$ cat config.mk
export PLATFORM = sky130hd
export DESIGN_NAME = fetch_sequencer_flat
export DESIGN_NICKNAME = d
export VERILOG_FILES = /design/src/rtl/fetch_pkg.sv /design/src/rtl/fetch_sequencer_if.sv /design/src/rtl/fetch_sequencer.sv /design/src/flat_wrapper.sv
export SDC_FILE = /design/constraint.sdc
export NUM_CORES = 1
export LEC_CHECK = 0
export CELL_PAD_IN_SITES_DETAIL_PLACEMENT = 0
export CELL_PAD_IN_SITES_GLOBAL_PLACEMENT = 1
export CORE_MARGIN = 2
export CORE_UTILIZATION = 32
export DETAILED_ROUTE_END_ITERATION = 8
export HOLD_SLACK_MARGIN = 0.08
export PLACE_DENSITY_LB_ADDON = 0.3
export SLEW_MARGIN = 20
export SYNTH_ARGS = -nofsm -noshare
export SYNTH_HDL_FRONTEND = slang
export SYNTH_SLANG_ARGS = --single-unit
$ cat constraint.sdc
create_clock -name clk -period 1.88 [get_ports clk]
set_input_delay 0.564 -clock clk [delete_from_list [all_inputs] [get_ports clk]]
set_output_delay 0.564 -clock clk [all_outputs]
set_load 0.02 [all_outputs]
$ cat src/rtl/fetch_pkg.sv
// fetch_pkg: shared state encoding and constants for the instruction-fetch sequencer.
`default_nettype none

package fetch_pkg;

  typedef enum logic [1:0] {
    IDLE = 2'd0,
    RUN  = 2'd1,
    STEP = 2'd2,
    HALT = 2'd3
  } fetch_state_t;

  localparam logic [31:0] HALT_WORD_DEFAULT = 32'hFFFF_FFFF;

endpackage

`default_nettype wire

$ cat src/rtl/fetch_sequencer_if.sv
// fetch_sequencer_if: control, ROM and decode-handshake signals of the fetch sequencer.
`default_nettype none

interface fetch_sequencer_if #(
  parameter int ADDR_W = 5,
  parameter int DATA_W = 32
);

  logic              start;
  logic              step;
  logic [ADDR_W-1:0] rom_addr;
  logic [DATA_W-1:0] rom_instr;
  logic [DATA_W-1:0] instr_out;
  logic [ADDR_W-1:0] pc_out;
  logic              instr_valid;
  logic              instr_ready;
  logic              redirect_valid;
  logic [ADDR_W-1:0] redirect_pc;
  logic              halted;
  logic [15:0]       fetch_count;

  modport master (
    input  start, step, rom_instr, instr_ready, redirect_valid, redirect_pc,
    output rom_addr, instr_out, pc_out, instr_valid, halted, fetch_count
  );

  modport slave (
    output start, step, rom_instr, instr_ready, redirect_valid, redirect_pc,
    input  rom_addr, instr_out, pc_out, instr_valid, halted, fetch_count
  );

endinterface

`default_nettype wire

$ cat src/rtl/fetch_sequencer.sv
// fetch_sequencer: PC owner and one-entry fetch slot with run/step control,
// redirect squash, halt-sentinel detection and a saturating accept counter.
`default_nettype none

module fetch_sequencer
  import fetch_pkg::*;
#(
  parameter int                 ADDR_W    = 5,
  parameter int                 DATA_W    = 32,
  parameter logic [DATA_W-1:0]  HALT_WORD = HALT_WORD_DEFAULT,
  parameter logic [ADDR_W-1:0]  RESET_PC  = '0
) (
  input  wire                 clk,
  input  wire                 rst_n,
  fetch_sequencer_if.master   bus
);

  localparam logic [1:0] S_IDLE = IDLE;
  localparam logic [1:0] S_RUN  = RUN;
  localparam logic [1:0] S_STEP = STEP;
  localparam logic [1:0] S_HALT = HALT;

  logic [1:0]        state_q, state_d;
  logic [ADDR_W-1:0] pc_q, pc_d;
  logic [ADDR_W-1:0] pc_out_q, pc_out_d;
  logic [DATA_W-1:0] instr_q, instr_d;
  logic              valid_q, valid_d;
  logic [15:0]       count_q, count_d;

  logic fetching;
  logic load_opp;
  logic is_halt;
  logic accept;

  always_comb begin
    fetching = (state_q == S_RUN) || (state_q == S_STEP);
    is_halt  = (bus.rom_instr == HALT_WORD);
    accept   = valid_q && bus.instr_ready && !bus.redirect_valid;
    load_opp = fetching && (!valid_q || bus.instr_ready) && !bus.redirect_valid;

    state_d  = state_q;
    pc_d     = pc_q;
    pc_out_d = pc_out_q;
    instr_d  = instr_q;
    valid_d  = valid_q;
    count_d  = (accept && (count_q != 16'hFFFF)) ? count_q + 16'd1 : count_q;

    case (state_q)
      S_IDLE: begin
        if (bus.start) begin
          state_d = S_RUN;
        end else if (bus.step) begin
          state_d = S_STEP;
        end
      end
      S_HALT: begin
        if (bus.start) begin
          pc_d    = RESET_PC;
          state_d = S_RUN;
        end
      end
      S_RUN, S_STEP: begin
        if (bus.redirect_valid) begin
          pc_d    = bus.redirect_pc;
          valid_d = 1'b0;
        end else if ((state_q == S_STEP) && valid_q) begin
          // A step issues exactly one word: on its acceptance, go idle
          // rather than taking the load opportunity.
          if (bus.instr_ready) begin
            valid_d = 1'b0;
            state_d = S_IDLE;
          end
        end else if (load_opp) begin
          if (is_halt) begin
            valid_d = 1'b0;
            state_d = S_HALT;
          end else begin
            instr_d  = bus.rom_instr;
            pc_out_d = pc_q;
            valid_d  = 1'b1;
            pc_d     = pc_q + 1'b1;
          end
        end
      end
      default: state_d = S_IDLE;
    endcase
  end

  always_ff @(posedge clk or negedge rst_n) begin
    if (!rst_n) begin
      state_q  <= S_IDLE;
      pc_q     <= RESET_PC;
      pc_out_q <= '0;
      instr_q  <= '0;
      valid_q  <= 1'b0;
      count_q  <= '0;
    end else begin
      state_q  <= state_d;
      pc_q     <= pc_d;
      pc_out_q <= pc_out_d;
      instr_q  <= instr_d;
      valid_q  <= valid_d;
      count_q  <= count_d;
    end
  end

  assign bus.rom_addr    = pc_q;
  assign bus.instr_out   = instr_q;
  assign bus.pc_out      = pc_out_q;
  assign bus.instr_valid = valid_q;
  assign bus.halted      = (state_q == S_HALT);
  assign bus.fetch_count = count_q;

endmodule

`default_nettype wire

$ cat src/flat_wrapper.sv
// flat-port wrapper written by rule: the top's interface ports become plain ports
module fetch_sequencer_flat import fetch_pkg::*;
#(
  parameter int                 ADDR_W    = 5,
  parameter int                 DATA_W    = 32,
  parameter logic [DATA_W-1:0]  HALT_WORD = HALT_WORD_DEFAULT,
  parameter logic [ADDR_W-1:0]  RESET_PC  = '0
)
  (clk, rst_n, bus_start, bus_step, bus_rom_instr, bus_instr_ready, bus_redirect_valid, bus_redirect_pc, bus_rom_addr, bus_instr_out, bus_pc_out, bus_instr_valid, bus_halted, bus_fetch_count);
  fetch_sequencer_if #(.ADDR_W(ADDR_W), .DATA_W(DATA_W)) bus_i ();
  input  wire clk;
  input  wire rst_n;
  input wire logic [$bits(bus_i.start)-1:0] bus_start;
  input wire logic [$bits(bus_i.step)-1:0] bus_step;
  input wire logic [$bits(bus_i.rom_instr)-1:0] bus_rom_instr;
  input wire logic [$bits(bus_i.instr_ready)-1:0] bus_instr_ready;
  input wire logic [$bits(bus_i.redirect_valid)-1:0] bus_redirect_valid;
  input wire logic [$bits(bus_i.redirect_pc)-1:0] bus_redirect_pc;
  output wire logic [$bits(bus_i.rom_addr)-1:0] bus_rom_addr;
  output wire logic [$bits(bus_i.instr_out)-1:0] bus_instr_out;
  output wire logic [$bits(bus_i.pc_out)-1:0] bus_pc_out;
  output wire logic [$bits(bus_i.instr_valid)-1:0] bus_instr_valid;
  output wire logic [$bits(bus_i.halted)-1:0] bus_halted;
  output wire logic [$bits(bus_i.fetch_count)-1:0] bus_fetch_count;
  assign bus_i.start = bus_start;
  assign bus_i.step = bus_step;
  assign bus_i.rom_instr = bus_rom_instr;
  assign bus_i.instr_ready = bus_instr_ready;
  assign bus_i.redirect_valid = bus_redirect_valid;
  assign bus_i.redirect_pc = bus_redirect_pc;
  assign bus_rom_addr = bus_i.rom_addr;
  assign bus_instr_out = bus_i.instr_out;
  assign bus_pc_out = bus_i.pc_out;
  assign bus_instr_valid = bus_i.instr_valid;
  assign bus_halted = bus_i.halted;
  assign bus_fetch_count = bus_i.fetch_count;
  fetch_sequencer #(.ADDR_W(ADDR_W), .DATA_W(DATA_W), .HALT_WORD(HALT_WORD), .RESET_PC(RESET_PC)) u_core (.clk(clk), .rst_n(rst_n), .bus(bus_i));
endmodule
==> impl_metrics.py <==
metrics = {
    "run_status": {
        "status": "finished, final reports clean",
    },
    "power_and_ir_drop": {
        "swShare_pct": 36.62,
        "combPwrFrac_pct": 52.6,
        "vdd_ir_drop_max_mv": 0.5777,
        "p_seq_share_pct": 28.5,
        "p_leak_nw": 2.460,
        "power_density_mw_per_mm2": 1578,
        "pwr-share-clk_pct": 18.9,
        "power_mw": 7.721,
        "p_switching_mw": 2.827,
        "p_int_mw": 4.893,
    },
    "die": {
        "die_area_mm2": 0.009947,
        "die_h_um": 99.74,
        "boundaryPins": 103,
        "die-width_um": 99.74,
        "num_rows": 34,
        "coreArea_mm2": 0.008806,
        "start_util_pct": 33.30,
    },
    "sta": {
        "fin_crit_sh_pct": 99.13,
        "finalClockSkew_ns": 0.005819,
        "rsz0062_at_grt": "true",
        "min_period_ns": 1.864,
        "setup_viol": 0,
        "drv_slew": 0,
        "maxClockFrequency_ghz": 0.5366,
        "tightest_slew_ns": 0.4392,
        "hold_viol_final": 0,
        "relSlewSlack_pct": 70.59,
        "finalWorstSetupSlack_ns": 0.01627,
    },
    "global_route": {
        "overflow": 0,
        "grt_antenna_before_repair": 2,
        "grt_pass1_wl_mm": 13.40,
        "grt_util_met3_pct": 6.676,
        "use_met1_pct": 20.94,
        "grt_max_degree": 62,
        "grt_use_met2_pct": 28.69,
        "top_usage_layer": "met2",
        "grt_pass1_vias": 2703,
        "track_usage_pct": 17.40,
    },
    "logic_synthesis": {
        "synth_edf_count": 0,
        "synth_mux_area_share_pct": 18.13,
        "async_reset_ff_share_pct": 100.0,
        "synth_seq_area_share_pct": 52.05,
        "syn_inst": 234,
        "synthTopCellsByArea": "dfrtp_1, mux2_4, mux2_2",
        "synth_fa_ha_area_share_pct": 2.560,
        "syn_avg_cell_area_um2": 12.53,
        "synth_cell_types": 40,
        "synth-seq-cells": 61,
        "netlist_area_mm2": 0.002933,
        "syn-num-nets": 283,
        "synth_top_family_by_area": "multiplexers",
        "synth_top_area_cell": "dfrtp_1",
        "yosys.area_share.simple_pct": 14.16,
        "yosys_warnings": 0,
        "synth-compound-area-share_pct": 6.186,
        "synth_top_area_share_pct": 52.05,
        "ys.flop_type": "dfrtp_1",
        "synth-xor-area-share_pct": 3.882,
    },
    "critical_path": {
        "cp_max_fo": 9,
        "rrSetupSlack_ns": 0.03,
        "critPathArrivalTime_ns": 2.09,
        "cpMaxStageDelayCell": "clkdlybuf4s50_1",
        "cp-start-kind": "input pin",
        "cp_num_buf_inv": 1,
        "cp-end-kind": "flop",
        "cpLargestDelayFamily": "simple AND/OR/NAND/NOR gates",
        "rr_worst_depth": 8,
        "crit-reg2reg-launch": "u_core.state_q[0]",
        "path_cells": "clkdlybuf4s50_1 -> nand4_1 -> nor2_4 -> nand3_4 -> and3_4 -> mux2_4",
        "critPathKind": "in -> reg",
        "timing.rr.end": "u_core.bus.rom_addr[4]",
        "max_stage_delay_ns": 0.49,
        "required_ns": 2.10,
    },
    "routing": {
        "vias": 2593,
        "routed_via_density": 4.967,
        "wl_per_cell_um": 16.16,
        "drt_iter0_drc": 59,
        "firstDrtPassIters": 4,
        "totalWireLength_mm": 8.436,
        "antenna_left": 0,
        "drc": 0,
    },
    "clock_network": {
        "clockBufferDepth": 2,
        "cts_tree": "yes",
        "path_clk_slew_ns": 0.07,
        "clk_latency_ns": 0.34,
        "cts.sink_count": 61,
        "clockRootBuffer": "clkbuf_8",
        "cts_buffers": 9,
        "ctsHoldBuffers": 0,
        "cts_htree_levels": 3,
    },
    "finish": {
        "final_common_cell": "dlygate4sd2_1",
        "fill_cells": 788,
        "layout-drive-gt1-share_pct": 39.56,
        "final_nets": 456,
        "final_cell_mix": "dlygate4sd2_1, dfrtp_1, buf_4",
        "area.growth.synth_to_final_pct": 66.85,
    },
    "run": {
        "cap_violations": 0,
    },
    "min_path": {
        "hold_class": "in -> async",
    },
    "placement": {
        "port_buffers": 102,
        "place_ws_ns": -0.7407,
        "hpwl_mm": 5.648,
        "gp_congestion": 0.7951,
    },
}
==> state kept, by name, indices dropped and copies added (netlist names) <==
name                    count
u_core.bus.fetch_count     16
u_core.bus.instr_out       32
u_core.bus.instr_valid      1
u_core.bus.pc_out           5
u_core.bus.rom_addr         5
u_core.state_q              2
==> cells in the mapped netlist (5+ instances only) <==
library cell	count
dfrtp_1	61
ha_1	6
inv_1	10
mux2_2	21
mux2_4	19
nand2_1	12
nand3_1	9
nand4_1	17
nor2_1	9
nor3_1	9
o21ai_0	5
xor2_1	9
==> worst max path at each step <==
stage               cells past startpoint                        to  slack, ns         startpoint
finish                                  6  u_core.bus.instr_out[19]       0.02  bus_rom_instr[26]
global route                            9    u_core.bus.rom_addr[2]      -0.06  u_core.state_q[1]
CTS                                     8    u_core.bus.rom_addr[2]      -0.11  u_core.state_q[1]
detailed placement                      6   u_core.bus.instr_out[9]      -0.74  bus_rom_instr[11]
global placement                        8         u_core.state_q[1]      -0.77   bus_rom_instr[3]
floorplan                               7  u_core.bus.instr_out[19]      -0.07   bus_rom_instr[6]
==> per-layer routing <==
layer,vias to the layer above,part of all wire (%)
met5,-,0
met4,0,2.1
met3,17,8.0
met2,80,48
met1,1264,42
li1,1232,-
==> stage by stage <==
| stage | hold slack (ns) | setup TNS, ns | instance area, um2 | instances | utilization (%) |
|---|---|---|---|---|---|
| after global routing | 0.2450 | -0.1349 | 4893 | 522 | 55.57 |
| after global placement | 0.4882 | -34.79 | 4436 | 492 | 50.37 |
| after CTS | 0.2234 | -0.4110 | 4818 | 518 | 54.72 |
| final | 0.2248 | 0 | 4893 | 522 | 55.57 |
| after floorplan | 0.2684 | -1.387 | 2933 | 234 | - |
| after detailed placement | 0.4939 | -36.37 | 4436 | 492 | 50.37 |
==> worst reg2reg max path: stages, from the launching register on <==
cell and delay [ns]:
dfrtp_1 0.40, inv_2 0.10, ha_4 0.20, nor2b_4 0.13
buf_6 0.11, a211o_1 0.29, buf_6 0.13, o311a_1 0.11
a221o_1 0.25
==> cell type report <==
type / count / area [um2] / area share, %
clock buffer: 10 / 137.6 / 2.813
tap: 108 / 135.1 / 2.761
timing repair buffer: 159 / 1355 / 27.69
sequential: 61 / 1528 / 31.22
clock inverter: 6 / 108.9 / 2.224
inverter: 10 / 37.54 / 0.7671
multi-input combinational: 166 / 1587 / 32.42
antenna: 2 / 5.005 / 0.1023
==> cell families (layout without fill, tap and decap cells) <==
family / Yosys count / in the layout
buffers and inverters: 14 / 185
multiplexers: 41 / 41
adder cells (fa/ha/maj): 6 / 6
other: 0 / 2
flip-flops: 61 / 61
XOR/XNOR: 13 / 13
AND/OR/NAND/NOR: 75 / 82
AO/OA/AOI/OAI: 24 / 24
==> power by group through the flow <==
stage | Sequential (mW) | Combinational [mW] | Clock, mW
after global placement | 2.22 | 3.80 | 0
after floorplan | 2.80 | 1.62 | 0
after global routing | 2.29 | 4.33 | 1.55
after CTS | 2.21 | 3.90 | 1.50
after detailed placement | 2.24 | 3.88 | 0
final | 2.20 | 4.06 | 1.46
==> timing repair <==
action | in CTS | in global routing
gates resized for setup | 123 | 56
setup endpoints to repair | 107 | 50
setup buffers | 5 | 2
pin swaps | 13 | 22
gates cloned | 5 | 2
(Power assumes the default switching activity.)
